--- config.mk ---
export PLATFORM = sky130hd
export DESIGN_NAME = countdown_core
export DESIGN_NICKNAME = d
export VERILOG_FILES = /design/src/rtl/countdown_pkg.sv /design/src/rtl/bcd_time_decrement.sv /design/src/rtl/countdown_core.sv
export SDC_FILE = /design/constraint.sdc
export NUM_CORES = 1
export LEC_CHECK = 0
export ABC_AREA = 1
export CAP_MARGIN = 25
export CORE_MARGIN = 1
export CORE_UTILIZATION = 50
export CTS_CLUSTER_DIAMETER = 200
export DETAILED_ROUTE_END_ITERATION = 7
export DONT_BUFFER_PORTS = 1
export PLACE_DENSITY = 0.74
export SYNTH_ARGS = -nofsm -noshare
export SYNTH_HDL_FRONTEND = slang
export SYNTH_SLANG_ARGS = --single-unit
--- constraint.sdc ---
create_clock -name clk -period 1.8 [get_ports clk]
set_clock_uncertainty 0.05 [all_clocks]
set_input_delay 0.27 -clock clk [delete_from_list [all_inputs] [get_ports clk]]
set_output_delay 0.27 -clock clk [all_outputs]
set_load 0.05 [all_outputs]
--- src/rtl/countdown_pkg.sv ---
// Shared types and limits for the MM:SS countdown core.
// Blink-in-DONE behaviour is selected with COUNTDOWN_BLINK_DONE_EN.
package countdown_pkg;

    typedef enum logic [1:0] {
        IDLE  = 2'd0,
        RUN   = 2'd1,
        PAUSE = 2'd2,
        DONE  = 2'd3
    } state_t;

    localparam int         DIGIT_W      = 4;
    localparam int         COUNT_W      = 4 * DIGIT_W;
    localparam logic [3:0] SEC_TENS_MAX = 4'd5;
    localparam logic [3:0] DIGIT_MAX    = 4'd9;

    function automatic logic [DIGIT_W-1:0] clamp_digit(
        input logic [DIGIT_W-1:0] d,
        input logic [DIGIT_W-1:0] mx
    );
        return (d > mx) ? mx : d;
    endfunction

    function automatic logic [COUNT_W-1:0] clamp_preset(
        input logic [COUNT_W-1:0] p
    );
        return {clamp_digit(p[15:12], DIGIT_MAX),
                clamp_digit(p[11:8],  DIGIT_MAX),
                clamp_digit(p[7:4],   SEC_TENS_MAX),
                clamp_digit(p[3:0],   DIGIT_MAX)};
    endfunction

endpackage

--- src/rtl/bcd_time_decrement.sv ---
// Combinational one-second decrement of a BCD MM:SS value.
// Saturates at 00:00; o_is_zero flags a zero input.
module bcd_time_decrement
    import countdown_pkg::*;
(
    input  logic [COUNT_W-1:0] i_count,
    output logic [COUNT_W-1:0] o_count,
    output logic               o_is_zero
);

    logic [DIGIT_W-1:0] w_m1;
    logic [DIGIT_W-1:0] w_m0;
    logic [DIGIT_W-1:0] w_s1;
    logic [DIGIT_W-1:0] w_s0;

    assign o_is_zero = (i_count == '0);

    always_comb begin
        w_m1 = i_count[15:12];
        w_m0 = i_count[11:8];
        w_s1 = i_count[7:4];
        w_s0 = i_count[3:0];
        if (!o_is_zero) begin
            if (w_s0 != '0) begin
                w_s0 = w_s0 - 4'd1;
            end else begin
                w_s0 = DIGIT_MAX;
                if (w_s1 != '0) begin
                    w_s1 = w_s1 - 4'd1;
                end else begin
                    w_s1 = SEC_TENS_MAX;
                    if (w_m0 != '0) begin
                        w_m0 = w_m0 - 4'd1;
                    end else begin
                        w_m0 = DIGIT_MAX;
                        w_m1 = w_m1 - 4'd1;
                    end
                end
            end
        end
        o_count = {w_m1, w_m0, w_s1, w_s0};
    end

endmodule

--- src/rtl/countdown_core.sv ---
// MM:SS countdown timer FSM with registered display outputs.
// Define COUNTDOWN_BLINK_DONE_EN to blink the enables while in DONE.
module countdown_core
    import countdown_pkg::*;
(
    input  logic        clk,
    input  logic        rst,
    input  logic        tick_1hz,
    input  logic        start_pause,
    input  logic        load,
    input  logic [15:0] preset,
    output logic [3:0]  digit_3,
    output logic [3:0]  digit_2,
    output logic [3:0]  digit_1,
    output logic [3:0]  digit_0,
    output logic        enable_3,
    output logic        enable_2,
    output logic        enable_1,
    output logic        enable_0,
    output logic        running,
    output logic        done
);

    state_t             r_state;
    state_t             w_state_nxt;
    logic [COUNT_W-1:0] r_count;
    logic [COUNT_W-1:0] w_count_nxt;
    logic [COUNT_W-1:0] w_dec;
    logic               w_zero;
    logic               r_running;
    logic               r_done;
    logic               w_enable;

    bcd_time_decrement u_dec (
        .i_count   (r_count),
        .o_count   (w_dec),
        .o_is_zero (w_zero)
    );

    always_ff @(posedge clk) begin
        if (rst) begin
            r_state   <= IDLE;
            r_count   <= '0;
            r_running <= 1'b0;
            r_done    <= 1'b0;
        end else begin
            r_state   <= w_state_nxt;
            r_count   <= w_count_nxt;
            r_running <= (w_state_nxt == RUN);
            r_done    <= (w_state_nxt == DONE);
        end
    end

    // Load wins over start_pause; start_pause wins over a tick in RUN.
    always_comb begin
        w_state_nxt = r_state;
        w_count_nxt = r_count;
        unique case (r_state)
            IDLE: begin
                if (load) begin
                    w_count_nxt = clamp_preset(preset);
                end else if (start_pause && !w_zero) begin
                    w_state_nxt = RUN;
                end
            end
            RUN: begin
                if (start_pause) begin
                    w_state_nxt = PAUSE;
                end else if (tick_1hz) begin
                    w_count_nxt = w_dec;
                    if (w_dec == '0) begin
                        w_state_nxt = DONE;
                    end
                end
            end
            PAUSE: begin
                if (load) begin
                    w_count_nxt = clamp_preset(preset);
                    w_state_nxt = IDLE;
                end else if (start_pause) begin
                    w_state_nxt = RUN;
                end
            end
            DONE: begin
                if (load) begin
                    w_count_nxt = clamp_preset(preset);
                    w_state_nxt = IDLE;
                end
            end
            default: begin
                w_state_nxt = IDLE;
            end
        endcase
    end

`ifdef COUNTDOWN_BLINK_DONE_EN
    logic r_blink;

    // Held high until DONE is entered, so the first tick in DONE blanks.
    always_ff @(posedge clk) begin
        if (rst) begin
            r_blink <= 1'b1;
        end else if (w_state_nxt != DONE) begin
            r_blink <= 1'b1;
        end else if (r_state == DONE && tick_1hz) begin
            r_blink <= ~r_blink;
        end
    end

    assign w_enable = r_blink;
`else
    assign w_enable = 1'b1;
`endif

    assign digit_3  = r_count[15:12];
    assign digit_2  = r_count[11:8];
    assign digit_1  = r_count[7:4];
    assign digit_0  = r_count[3:0];
    assign enable_3 = w_enable;
    assign enable_2 = w_enable;
    assign enable_1 = w_enable;
    assign enable_0 = w_enable;
    assign running  = r_running;
    assign done     = r_done;

endmodule
==> results.yml, run 1 <==
power_and_ir_drop:
  power_frac_clock_pct: 19.5
  power.net_switching_mw: 0.714
  p_comb_share_pct: 48.5
  total_leakage_power_nw: 0.999
  seq_power_share_pct: 32.0
  power.switching_fraction_pct: 43.0
  power_density_mw_per_mm2: 835
  intPower_mw: 0.947
  vdd_drop_max_v: 0.000493
place:
  placed_cells_incl_taps: 287
  port_buffers: 0
  place.detailed.hpwl_um: 3000
  dpl-instance-area_mm2: 0.00172
  gp_congestion: 0.966
global_routing:
  grt_overflow_total: 0
  grt_antenna_before_repair: 0
  grt_pass1_vias: 1430
  global_route.usage.total_pct: 25.4
  first_pass_grt_wire_length_um: 6330
  pin_count_of_the_biggest_net_entering_global_routing: 20
layout:
  layout.cells.most_common: "nand2_1"
  fillCellCount: 245
  stdcell_area_mm2: 0.00199
  finish.net_count: 301
  final_util_pct: 70.9
  multiInputGateArea_um2: 977
  seqCellArea_um2: 428
  area.growth.synth_to_final_pct: 32.7
  final_layout_size_suffix_gt1_share_pct: 35.7
  layout.cells.most_common_list: "nand2_1 (40), buf_4 (39), inv_1 (35), nor2_1 (24), o21ai_0 (15)"
  count_of_placed_standard_cells_in_the_final_layout_fillers_left_out: 308
  antennaDiodeCount: 0
timing:
  post-route-min-period_ns: 1.86
  hold_viol: 0
  setup_repair_after_global_routing_missed_its_margin: "true"
  finalWorstSetupSlack_ns: -0.0587
  timing.final.max_slew_violations: 0
  setup_viol: 3
  max_freq_mhz: 538
  post-route-period-util_pct: 103
clocking:
  cts_root_buffer: "clkbuf_4"
  cts_tree: "built"
  cts-htree-levels: 1
  clk_pin_slew_ns: 0.12
  clk_latency_ns: 0.31
  tritoncts_num_sinks: 20
  cts_inserted_buffers: 3
  cts_max_path_buffers: 2
floorplan:
  die_area_mm2: 0.00322
  floorplan.core_area_mm2: 0.00281
  die_height_um: 56.7
  effective_utilization_at_floorplan_pct: 53.4
  design.portCount: 43
  die_width_um: 56.7
  num_rows: 19
hold_path:
  hp-class: "primary input to flip-flop"
worst_setup_path:
  endpoint_kind: "flip-flop"
  path_max_fanout: 6
  startpoint_type: "flip-flop"
  timing.critical_path.arrival_ns: 2.07
  critPathRequiredTime_ns: 2.02
  path_class: "flip-flop to flip-flop"
yosys:
  postSynthRegisterBits: 20
  mapped_area_mm2: 0.00150
  synth_seq_area_share_pct: 26.7
  synth.distinct_cells: 38
  edff_count_synth: 0
  yosys_most_used_dff: "dfxtp_1"
  postSynthAreaPerCell_um2: 6.32
  async_reset_ff_share_pct: 0
  synth_cells: 237
  synth.yosys.warnings: 0
route:
  detail-route-antenna-nets: 0
  drcViolationCount: 4
  drt_pass1_iterations: 7
  drt-total-wl_um: 4530
  dr_total_vias: 1751
  drtIter0Drc: 107
  post_drt_via_cell_ratio: 5.69
  route.detailed.wl_per_inst_um: 14.7
run_status:
  failed_checks: "design-rule violations, negative setup slack"
  status: "finished, violations left"
run:
  drv.max_cap_violation_count: 0
power by group through the flow:
stage	Clock [mW]	Sequential, mW	Combinational [mW]
6_report	0.324	0.532	0.805
2_1_floorplan	0	0.656	0.374
4_1_cts	0.324	0.527	0.683
5_1_grt	0.340	0.537	0.870
3_3_place_gp	0	0.534	0.661
3_5_place_dp	0	0.535	0.663
synthesized netlist by cell type, types with 2 or more instances:
cell type | number | area share [%]
nand4_1 | 6 | 2.5
o21ai_1 | 3 | 1.0
ha_1 | 2 | 1.7
nand3b_1 | 2 | 1.0
dfxtp_1 | 20 | 27
inv_2 | 2 | 0.50
buf_4 | 4 | 2.0
o21ai_0 | 16 | 5.3
nand2_1 | 44 | 11
nor2_2 | 4 | 1.7
a21oi_1 | 10 | 3.3
o21a_1 | 2 | 1.0
nor2_1 | 30 | 7.5
o211ai_1 | 6 | 3.0
or2_2 | 2 | 0.84
a31oi_1 | 4 | 1.7
inv_1 | 38 | 9.5
nand2_4 | 2 | 1.5
a221oi_1 | 4 | 2.3
nand2_2 | 4 | 1.7
clkbuf_1 | 6 | 1.5
nand3_1 | 10 | 3.3
critical path: stages (launching register included):
cell	delay, ns
dfxtp_4	0.38
nor2_4	0.15
nand2_4	0.11
nor2_8	0.15
buf_6	0.14
nand2_1	0.08
nor2_1	0.13
o21ai_1	0.10
nor2_1	0.11
nand4_1	0.10
nand2_1	0.07
nand2_1	0.05
nand2_2	0.07
nand2_2	0.05
nor2_1	0.07
sequential cells by signal (all words and copies together) (netlist names):
signal   flops
done         1
r_count     16
r_state      2
running      1
through the flow:
step | total power [mW] | setup slack (ns) | TNS [ns] | hold slack (ns)
after global routing | 1.75 | -0.203 | -0.753 | 0.0980
after CTS | 1.53 | 0.00856 | 0 | 0.0865
after global placement | 1.20 | 0.0178 | 0 | 0.291
after detailed placement | 1.20 | -0.0214 | -0.0356 | 0.292
final | 1.66 | -0.0587 | -0.163 | 0.0824
after floorplan | 1.03 | 0.00411 | 0 | 0.400
cells by family after synthesis:
| family | synth area share, % |
|---|---|
| AOI/OAI and AO/OA | 22.6 |
| and+or+nand+nor | 34.2 |
| DFF | 26.7 |
| adders and majority gates | 1.67 |
| other | 0.250 |
| buffers and inverters | 14.6 |
final cells by class:
cell class / count / area share, %
flip-flops and latches: 20 / 21.5
multi-input cells: 169 / 49.2
repair buffers: 43 / 16.9
inverters: 41 / 8.06
clock buffers: 4 / 2.39
well taps: 31 / 1.95
path summary, 6_finish.rpt:
| path | slack (ns) | to | start | cells after the start |
|---|---|---|---|---|
| hold / removal | 0.08 | r_count[12] | preset[12] | 2 |
| hold reg to reg | 0.49 | r_count[2] | r_count[2] | 2 |
| setup reg to reg | -0.06 | done | r_count[1] | 14 |
| setup / recovery | -0.06 | done | r_count[1] | 14 |
per-layer routing:
metal | wire length, um | track usage, % | share of wire, % | vias up
li1 | - | - | - | 854
met4 | 116 | 6.97 | 2.6 | 0
met1 | 1910 | 37.3 | 42 | 791
met3 | 470 | 3.46 | 10 | 13
met5 | 0 | 0 | 0 | -
met2 | 2040 | 38.9 | 45 | 93
repair_timing:
item / CTS / global route
hold buffers: 1 / 0
endpoints found under the setup margin: 3 / 8
cloned: 0 / 1
pin swaps: 1 / 13
resized for setup: 3 / 27
buffers inserted: 3 / 12
endpoints found under the hold margin: 7 / 0
No activity file was read; power rests on OpenSTA's default activity.
==> run 2, diff against run 1 <==
--- a/config.mk
+++ b/config.mk
@@ -6,7 +6,6 @@
 export NUM_CORES = 1
 export LEC_CHECK = 0
 export ABC_AREA = 1
-export CAP_MARGIN = 25
 export CORE_MARGIN = 1
 export CORE_UTILIZATION = 50
 export CTS_CLUSTER_DIAMETER = 200
==> results of run 2 <==
No change in the layout: final DEF, timing and power equal those of run 1.
==> run 3, diff against run 2 <==
--- a/config.mk
+++ b/config.mk
@@ -9,6 +9,7 @@
 export CORE_MARGIN = 1
 export CORE_UTILIZATION = 50
 export CTS_CLUSTER_DIAMETER = 200
+export CTS_CLUSTER_SIZE = 10
 export DETAILED_ROUTE_END_ITERATION = 7
 export DONT_BUFFER_PORTS = 1
 export PLACE_DENSITY = 0.74
==> results of run 3 <==
No change in the layout: final DEF, timing and power equal those of run 1.
